$ cat src/rtl/spi_pkg.sv
// Shared types and constants for the SPI master slice.
// Holds the FSM state encoding and default frame width.
package spi_pkg;

  localparam int FRAME_BITS_DEFAULT = 32;

  typedef enum logic [2:0] {
    IDLE  = 3'd0,
    SETUP = 3'd1,
    HIGH  = 3'd2,
    LOW   = 3'd3,
    DONE  = 3'd4
  } spi_state_t;

endpackage

$ cat src/rtl/sck_tick_gen.sv
// Half-period divider for the SPI serial clock.
// tick is high on the last clk of each CLK_DIV-cycle interval.
module sck_tick_gen #(
  parameter int CLK_DIV = 4
) (
  input  logic clk,
  input  logic reset,
  input  logic reload,
  output logic tick
);

  localparam int CW = $clog2(CLK_DIV + 1);
  localparam logic [CW-1:0] TC = CW'(CLK_DIV - 1);

  logic [CW-1:0] cnt;

  assign tick = (cnt == TC);

  // free-running count, restarted by the FSM on every state change
  always_ff @(posedge clk or posedge reset) begin
    if (reset)
      cnt <= '0;
    else if (reload || tick)
      cnt <= '0;
    else
      cnt <= cnt + 1'b1;
  end

endmodule

$ cat src/rtl/spi_master.sv
// Mode-0 SPI master, fixed-length frames, MSB first.
// Define SPI_MASTER_CS_EN to add the active-low cs_n output.
module spi_master
  import spi_pkg::*;
#(
  parameter int CLK_DIV    = 4,
  parameter int FRAME_BITS = FRAME_BITS_DEFAULT
) (
  input  logic                  clk,
  input  logic                  reset,
  input  logic                  start,
  input  logic [FRAME_BITS-1:0] d,
  output logic [FRAME_BITS-1:0] q,
  output logic                  busy,
  output logic                  done,
  output logic                  sck,
  output logic                  sdo,
  input  logic                  sdi
`ifdef SPI_MASTER_CS_EN
  ,
  output logic                  cs_n
`endif
);

  localparam int BW = (FRAME_BITS > 1) ? $clog2(FRAME_BITS) : 1;
  localparam logic [BW-1:0] LAST = BW'(FRAME_BITS - 1);

  spi_state_t state, nxt;
  logic [FRAME_BITS-1:0] tx;
  logic [FRAME_BITS-1:0] rx;
  logic [BW-1:0] bitcnt;
  logic tick;
  logic reload;
  logic last;

  assign last   = (bitcnt == LAST);
  assign sdo    = tx[FRAME_BITS-1];
  assign reload = (nxt != state) || (state == IDLE);

  sck_tick_gen #(
    .CLK_DIV(CLK_DIV)
  ) u_tick (
    .clk   (clk),
    .reset (reset),
    .reload(reload),
    .tick  (tick)
  );

  // next-state decode; timed states advance on the divider tick
  always_comb begin
    nxt = state;
    unique case (state)
      IDLE:  if (start) nxt = SETUP;
      SETUP: if (tick) nxt = HIGH;
      HIGH:  if (tick) nxt = last ? DONE : LOW;
      LOW:   if (tick) nxt = HIGH;
      DONE:  nxt = IDLE;
      default: nxt = IDLE;
    endcase
  end

  // state register plus registered status outputs
  always_ff @(posedge clk or posedge reset) begin
    if (reset) begin
      state <= IDLE;
      busy  <= 1'b0;
      done  <= 1'b0;
    end else begin
      state <= nxt;
      busy  <= (nxt != IDLE);
      done  <= (nxt == DONE);
    end
  end

  // sck edges, tx shift on falling edge, rx sample on rising edge
  always_ff @(posedge clk or posedge reset) begin
    if (reset) begin
      sck    <= 1'b0;
      tx     <= '0;
      rx     <= '0;
      bitcnt <= '0;
    end else begin
      if (state == IDLE && start) begin
        tx     <= d;
        bitcnt <= '0;
      end
      if (state != HIGH && nxt == HIGH) begin
        sck <= 1'b1;
        rx  <= {rx[FRAME_BITS-2:0], sdi};
      end
      if (state == HIGH && nxt != HIGH) begin
        sck <= 1'b0;
        if (!last) begin
          tx     <= {tx[FRAME_BITS-2:0], 1'b0};
          bitcnt <= bitcnt + 1'b1;
        end
      end
    end
  end

  // q only changes when a complete frame has been received
  always_ff @(posedge clk or posedge reset) begin
    if (reset)
      q <= '0;
    else if (nxt == DONE)
      q <= rx;
  end

`ifdef SPI_MASTER_CS_EN
  // select low for the whole frame, SETUP through DONE
  always_ff @(posedge clk or posedge reset) begin
    if (reset)
      cs_n <= 1'b1;
    else
      cs_n <= (nxt == IDLE);
  end
`endif

endmodule

$ cat config.mk
export PLATFORM = sky130hd
export DESIGN_NAME = spi_master
export DESIGN_NICKNAME = d
export VERILOG_FILES = /design/src/rtl/spi_pkg.sv /design/src/rtl/sck_tick_gen.sv /design/src/rtl/spi_master.sv
export SDC_FILE = /design/constraint.sdc
export NUM_CORES = 1
export LEC_CHECK = 0
export ABC_AREA = 1
export CORE_ASPECT_RATIO = 1.5
export CORE_UTILIZATION = 53
export CTS_BUF_LIST = sky130_fd_sc_hd__clkbuf_4 sky130_fd_sc_hd__clkbuf_8 sky130_fd_sc_hd__clkbuf_16
export DETAILED_ROUTE_END_ITERATION = 10
export GPL_TIMING_DRIVEN = 0
export PLACE_DENSITY = 0.79
export SYNTH_ARGS = -nofsm -noshare
export SYNTH_HDL_FRONTEND = slang
export SYNTH_SLANG_ARGS = --single-unit
$ cat constraint.sdc
create_clock -name clk -period 3.7 [get_ports clk]
set_clock_uncertainty 0.05 [all_clocks]
set_input_delay 0.37 -clock clk [delete_from_list [all_inputs] [get_ports clk]]
set_output_delay 0.37 -clock clk [all_outputs]
set_load 0.05 [all_outputs]
==> results of run 1 <==
==> flip-flops by register name (all words and copies together), names as in the netlist <==
register / flops
q: 32
rx: 32
busy: 1
u_tick.cnt: 3
tx: 32
state: 3
done: 1
sck: 1
bitcnt: 5
==> per-stage QoR <==
step           hold slack [ns]  total power [mW]
4_1_cts                  0.388              3.72
2_1_floorplan            0.360              2.46
5_1_grt                  0.423              3.94
6_report                 0.383              3.68
3_5_place_dp             0.382              2.76
3_3_place_gp             0.370              2.69
==> worst max-delay path: cells and delay by family, from the launching register on <==
kind	cells	cell delay, ns
buf+inv	3	0.75
fa+ha+maj	3	0.59
flops	1	0.40
compound gates	1	0.10
simple gates	8	0.82
==> final cells by class <==
class                   count  area [sq um]
flip-flops and latches    110          2750
fillers                   683          2640
multi-input cells         304          1500
repair buffers             72           738
clock buffers              12           248
inverters                  50           190
plain buffers              23           174
well taps                 107           134
clock inverters             3          46.3
==> power breakdown <==
group          internal, mW  leakage, nW  switching (mW)  total, mW
Sequential             1.58         1.42           0.204       1.79
Clock                 0.545        0.143           0.409      0.955
Combinational         0.342         1.15           0.602      0.944
Total                  2.47         2.72            1.22       3.68
==> logic make-up after synthesis <==
group                      synth area share [%]
AOI/OAI and AO/OA                          10.5
xor gates and xnor gates                  0.190
adders and majority gates                  1.90
buffers and inverters                      7.84
DFF                                        59.7
and+or+nand+nor                            19.9
==> worst min-delay path by stage <==
| stage | startpoint | to | cells after the start |
|---|---|---|---|
| floorplan | u_tick.cnt[0] | u_tick.cnt[0] | 1 |
| global placement | u_tick.cnt[0] | u_tick.cnt[0] | 1 |
| detailed placement | u_tick.cnt[0] | u_tick.cnt[0] | 1 |
| CTS | u_tick.cnt[0] | u_tick.cnt[0] | 1 |
| global route | u_tick.cnt[0] | u_tick.cnt[0] | 1 |
| finish | u_tick.cnt[0] | u_tick.cnt[0] | 1 |
==> layout by cell type (no fill, tap or decap) <==
cell             Yosys  final
a22oi_1              4      4
buf_16               0      1
buf_4                1      1
buf_6               11     11
bufinv_16            0      1
clkbuf_1            10     10
clkbuf_16            0      9
clkbuf_2             1      1
clkbuf_4             0      3
clkdlybuf4s50_1      0     71
clkinv_4             0      1
clkinvlp_4           0      1
dfrtp_1            110    110
ha_1                 7      7
inv_1               47     46
inv_2                3      3
inv_4                0      1
nand2_1            172    172
nand2_4              1      1
nand3_1             28     28
nand3_2              1      1
nand4_1              2      2
nor2_1              12     12
nor2_4               4      4
nor3b_1              1      1
o211ai_1             4      4
o21ai_0             35     35
o21ai_1              9      9
o21ai_2             23     23
xor2_1               1      1
==> layer usage <==
| layer | GRT usage (%) | vias to the layer above |
|---|---|---|
| met3 | 4.45 | 12 |
| met4 | 7.90 | 0 |
| met2 | 41.4 | 81 |
| li1 | - | 1692 |
| met5 | 0 | - |
| met1 | 23.4 | 1631 |
==> flow_summary.yaml, run 1 <==
floorplan:
  die_h_um: 116
  fp.dieW_um: 78.1
  core_sq_um: 8410
  die-area_sq_um: 9080
  ioPinCount: 72
  core.rowCount: 41
  start_util_pct: 54.8
worst_setup_path:
  endpoint: "rx[15]"
  start_kind: "flip-flop"
  path_cells: "ha_1 -> nand2_1 -> nor2_1 -> ha_1 -> nor2_1 -> nand3_1 -> nand2_1 -> nor2_1 -> nand2_1 -> inv_1 -> ha_1 -> clkbuf_1 -> clkbuf_1 -> nand2_1 -> o21ai_0"
  crit_type: "flip-flop to flip-flop"
  cp.arrival_ns: 2.98
  r2r_end: "rx[15]"
  critPathCaptureType: "flip-flop"
  required_ns: 3.91
  crit_start: "bitcnt[0]"
  ff2ff_path_depth: 15
  cp_common_cell: "nand2_1"
  r2r-start: "bitcnt[0]"
  critPathMaxStageDelay_ns: 0.40
  critPathSlowestCell: "dfrtp_1"
  reg2reg_slack_ns: 0.93
  crit_fanout: 10
placement:
  dp_slack_ns: 0.932
  gp_congestion: 0.771
  dp.cells: 666
  dpl_cell_area_sq_um: 5480
  io_buffers: 71
  hpwl_um: 6370
drt:
  vias: 3416
  dr.max_layer_used: "met4"
  route.met2.wl_um: 4740
  wl_met3_um: 302
  post-route-drc-count: 0
  totalWireLength_um: 8670
  avgViaCountPerCell: 5.02
  drtPass1Iterations: 4
  drt_iter0_markers: 205
  drt-met1-wl_um: 3500
  avgRoutedWirePerCell_um: 12.7
  ant_nets: 0
clocking:
  cts.sinks: 110
  cts_buffer_depth: 2
  root_buffer: "clkbuf_16"
  clkSlewWorstSetupHoldPaths_ns: 0.07
  htreeDepth: 3
  post-cts-setup-buffer-count: 0
  cts_buffers: 9
  cts_resized: 0
  cts_tree: "built"
  postCtsHoldBufs: 0
  worstSkewPairLatency_ns: 0.34
power:
  p_leak_nw: 2.72
  peakVddDrop_mv: 0.354
  p_per_area_nw_per_um2: 638
timing:
  slew_violations: 0
  finalSetupViolCount: 0
  worst_pin_slew_ns: 0.559
  fin_crit_sh_pct: 74.9
  maxSlewHeadroom_pct: 62.7
  fmax_ghz: 0.361
  fin_ws_ns: 0.927
  hold_violations: 0
  fin_setup_tns_ns: 0
  min_period_ns: 2.77
  rsz0062_at_grt: "false"
global_routing:
  grt_pass1_wl_um: 15200
  grtUsageTotal_pct: 21.7
  gr-total-overflow: 0
  grt_max_degree: 68
  grt_pass1_vias: 3515
  antenna_found_initial: 0
layout:
  antenna_cells: 0
  fin_nets: 613
  finish.instance_area_sq_um: 5780
  fin_cells: 681
  drive_gt1_share_pct: 10.8
  synthToLayoutAreaGrowth_pct: 25.4
  final_core_util_pct: 68.7
synthesis:
  synthCells: 487
  avgSynthCellArea_sq_um: 9.46
  yosys_most_used_dff: "dfrtp_1"
  ys_warn_count: 0
  synth_area_leaders: "dfrtp_1 (60%), nand2_1 (14%), o21ai_2 (4.4%)"
  synth.most_common_cell: "nand2_1"
  ys_seq_area_share_pct: 59.7
  synth_top_area_share_pct: 59.7
  synthTopCellsByCount: "nand2_1 (172), dfrtp_1 (110), inv_1 (47)"
  ys_ff_latch: 110
  synth_top_cell_by_area: "dfrtp_1"
  synth_edf_count: 0
  synth_fp_nets: 530
  synth_area_sq_um: 4610
  yosys.cell_types.count: 22
  synth_async_sr_flop_share_pct: 100
status:
  status: "finished, final reports clean"
worst_hold_path:
  hp-class: "flip-flop to flip-flop"
run:
  drv_cap: 0
(Power assumes the default switching activity.)
==> run 2, diff against run 1 <==
--- a/config.mk
+++ b/config.mk
@@ -7,11 +7,11 @@
 export LEC_CHECK = 0
 export ABC_AREA = 1
 export CORE_ASPECT_RATIO = 1.5
-export CORE_UTILIZATION = 53
+export CORE_UTILIZATION = 48
 export CTS_BUF_LIST = sky130_fd_sc_hd__clkbuf_4 sky130_fd_sc_hd__clkbuf_8 sky130_fd_sc_hd__clkbuf_16
 export DETAILED_ROUTE_END_ITERATION = 10
 export GPL_TIMING_DRIVEN = 0
-export PLACE_DENSITY = 0.79
+export PLACE_DENSITY = 0.75
 export SYNTH_ARGS = -nofsm -noshare
 export SYNTH_HDL_FRONTEND = slang
 export SYNTH_SLANG_ARGS = --single-unit
==> constraint.sdc (replaced) <==
create_clock -name clk -period 2.3 [get_ports clk]
set_clock_uncertainty 0.05 [all_clocks]
set_input_delay 0.23 -clock clk [delete_from_list [all_inputs] [get_ports clk]]
set_output_delay 0.23 -clock clk [all_outputs]
set_load 0.05 [all_outputs]
==> flow_summary.yaml, run 2 (synthesis gave the netlist of run 1 again) <==
clocking:
  cts_buffer_depth: 2
  clkSlewWorstSetupHoldPaths_ns: 0.07
  postCtsHoldBufs: 0
  htreeDepth: 3
  worstSkewPairLatency_ns: 0.34
  root_buffer: "clkbuf_16"
  cts_buffers: 9
  cts.sinks: 110
  cts_tree: "built"
drt:
  drt_iter0_markers: 203
  avgViaCountPerCell: 5.05
  vias: 3573
  post-route-drc-count: 0
  ant_nets: 0
  drtPass1Iterations: 4
  totalWireLength_um: 9330
  avgRoutedWirePerCell_um: 13.2
global_routing:
  grt_pass1_wl_um: 15900
  grt_pass1_vias: 3647
  grtUsageTotal_pct: 20.9
  antenna_found_initial: 0
  grt_max_degree: 43
  gr-total-overflow: 0
worst_setup_path:
  cp_common_cell: "nand2_2"
  crit_type: "flip-flop to flip-flop"
  crit_fanout: 8
  start_kind: "flip-flop"
  required_ns: 2.48
  path_cells: "ha_2 -> nand2_1 -> nor2_1 -> ha_2 -> nor2_2 -> nand3_2 -> nand2_2 -> nor2_2 -> nand2_2 -> ha_4 -> inv_2 -> nor2_4 -> inv_2 -> nand2_4 -> inv_8 -> buf_6 -> nand2_2 -> nand3_2"
  critPathSlowestCell: "dfrtp_1"
  cp.arrival_ns: 2.58
  critPathMaxStageDelay_ns: 0.40
  critPathCaptureType: "flip-flop"
floorplan:
  core.rowCount: 43
  fp.dieW_um: 82.0
  ioPinCount: 72
  start_util_pct: 49.5
  die-area_sq_um: 10000
  die_h_um: 122
  core_sq_um: 9310
layout:
  largest_registers: "q: 32 flops, rx: 32 flops, tx: 32 flops"
  synthToLayoutAreaGrowth_pct: 35.1
  fin_nets: 634
  finish.instance_area_sq_um: 6230
  final_cell_mix: "nand2_1 (143), dfrtp_1 (110), clkdlybuf4s50_1 (71)"
  antenna_cells: 0
  mostFrequentLayoutCell: "nand2_1"
  drive_gt1_share_pct: 25.5
timing:
  maxSlewHeadroom_pct: 54.3
  fmax_ghz: 0.417
  slew_violations: 0
  fin_ws_ns: -0.0995
  fin_crit_sh_pct: 104
  hold_violations: 0
  worst_pin_slew_ns: 0.684
  finalSetupViolCount: 36
  hold_ws_ns: 0.280
  min_period_ns: 2.40
  rsz0062_at_grt: "true"
power:
  peakVddDrop_mv: 0.697
  p_leak_nw: 2.98
  p_per_area_nw_per_um2: 1010
placement:
  gp_congestion: 0.778
  hpwl_um: 6300
  io_buffers: 71
  dpl_cell_area_sq_um: 5510
worst_hold_path:
  hp-class: "input port to asynchronous set/reset pin"
status:
  status: "finished, violations left"
  violations: "setup timing"
run:
  drv_cap: 0
run 2: worst paths after layout:
path                                     from            end  slack [ns]  depth (start not counted)
worst max-delay path                bitcnt[0]         tx[19]        -0.1                         18
worst min-delay path                    reset           q[9]        0.28                          2
worst max register to register      bitcnt[0]         tx[19]        -0.1                         18
worst min register to register  u_tick.cnt[0]  u_tick.cnt[0]        0.39                          1
max in group asynchronous               reset          q[18]        1.29                          3
min in group clk                u_tick.cnt[0]  u_tick.cnt[0]        0.39                          1
run 2: metrics by stage:
stage | power (mW) | TNS, ns | worst slack (ns) | instances | utilization [%]
floorplan | 3.96 | 0 | 0.00542 | 487 | -
global placement | 4.33 | -53.48 | -0.362 | 670 | 58.7
detailed placement | 4.44 | -24.90 | -0.445 | 672 | 59.2
CTS | 6.18 | -0.864 | -0.0443 | 704 | 65.5
global route | 6.76 | -8.78 | -0.236 | 708 | 66.9
finish | 6.31 | -2.67 | -0.0995 | 708 | 66.9
run 2: area by class of cell:
class / instances / area (sq um)
multi-input combinational: 304 / 1720
tap: 112 / 140
fill: 720 / 3080
clock buffer: 10 / 233
buffer: 22 / 200
sequential: 110 / 2750
inverter: 50 / 199
timing repair buffer: 94 / 937
clock inverter: 6 / 45.0
run 2: timing repair:
action,4_1_cts,5_1_grt
buffers inserted,15,3
resized for setup,62,33
pin swaps,10,11
cloned,2,1
setup endpoints to repair,69,72
endpoints found under the hold margin,0,0
run 2: critical path, delay by kind of cell, from the launching register on:
kind | cells | cell delay, ns
flops | 1 | 0.40
buf+inv | 4 | 0.33
fa+ha+maj | 3 | 0.54
simple gates | 11 | 0.98
run 2: report_power, final:
group | switching (mW) | leakage, nW | internal (mW) | total [mW]
Sequential | 0.363 | 1.42 | 2.54 | 2.91
Combinational | 1.13 | 1.41 | 0.815 | 1.95
Clock | 0.700 | 0.141 | 0.755 | 1.46
run 2: metal layers:
metal  track usage [%]  share of wire, %
met1              23.9                40
met2              36.3                54
met3              5.47               3.5
met4              8.22               2.3
met5                 0                 0
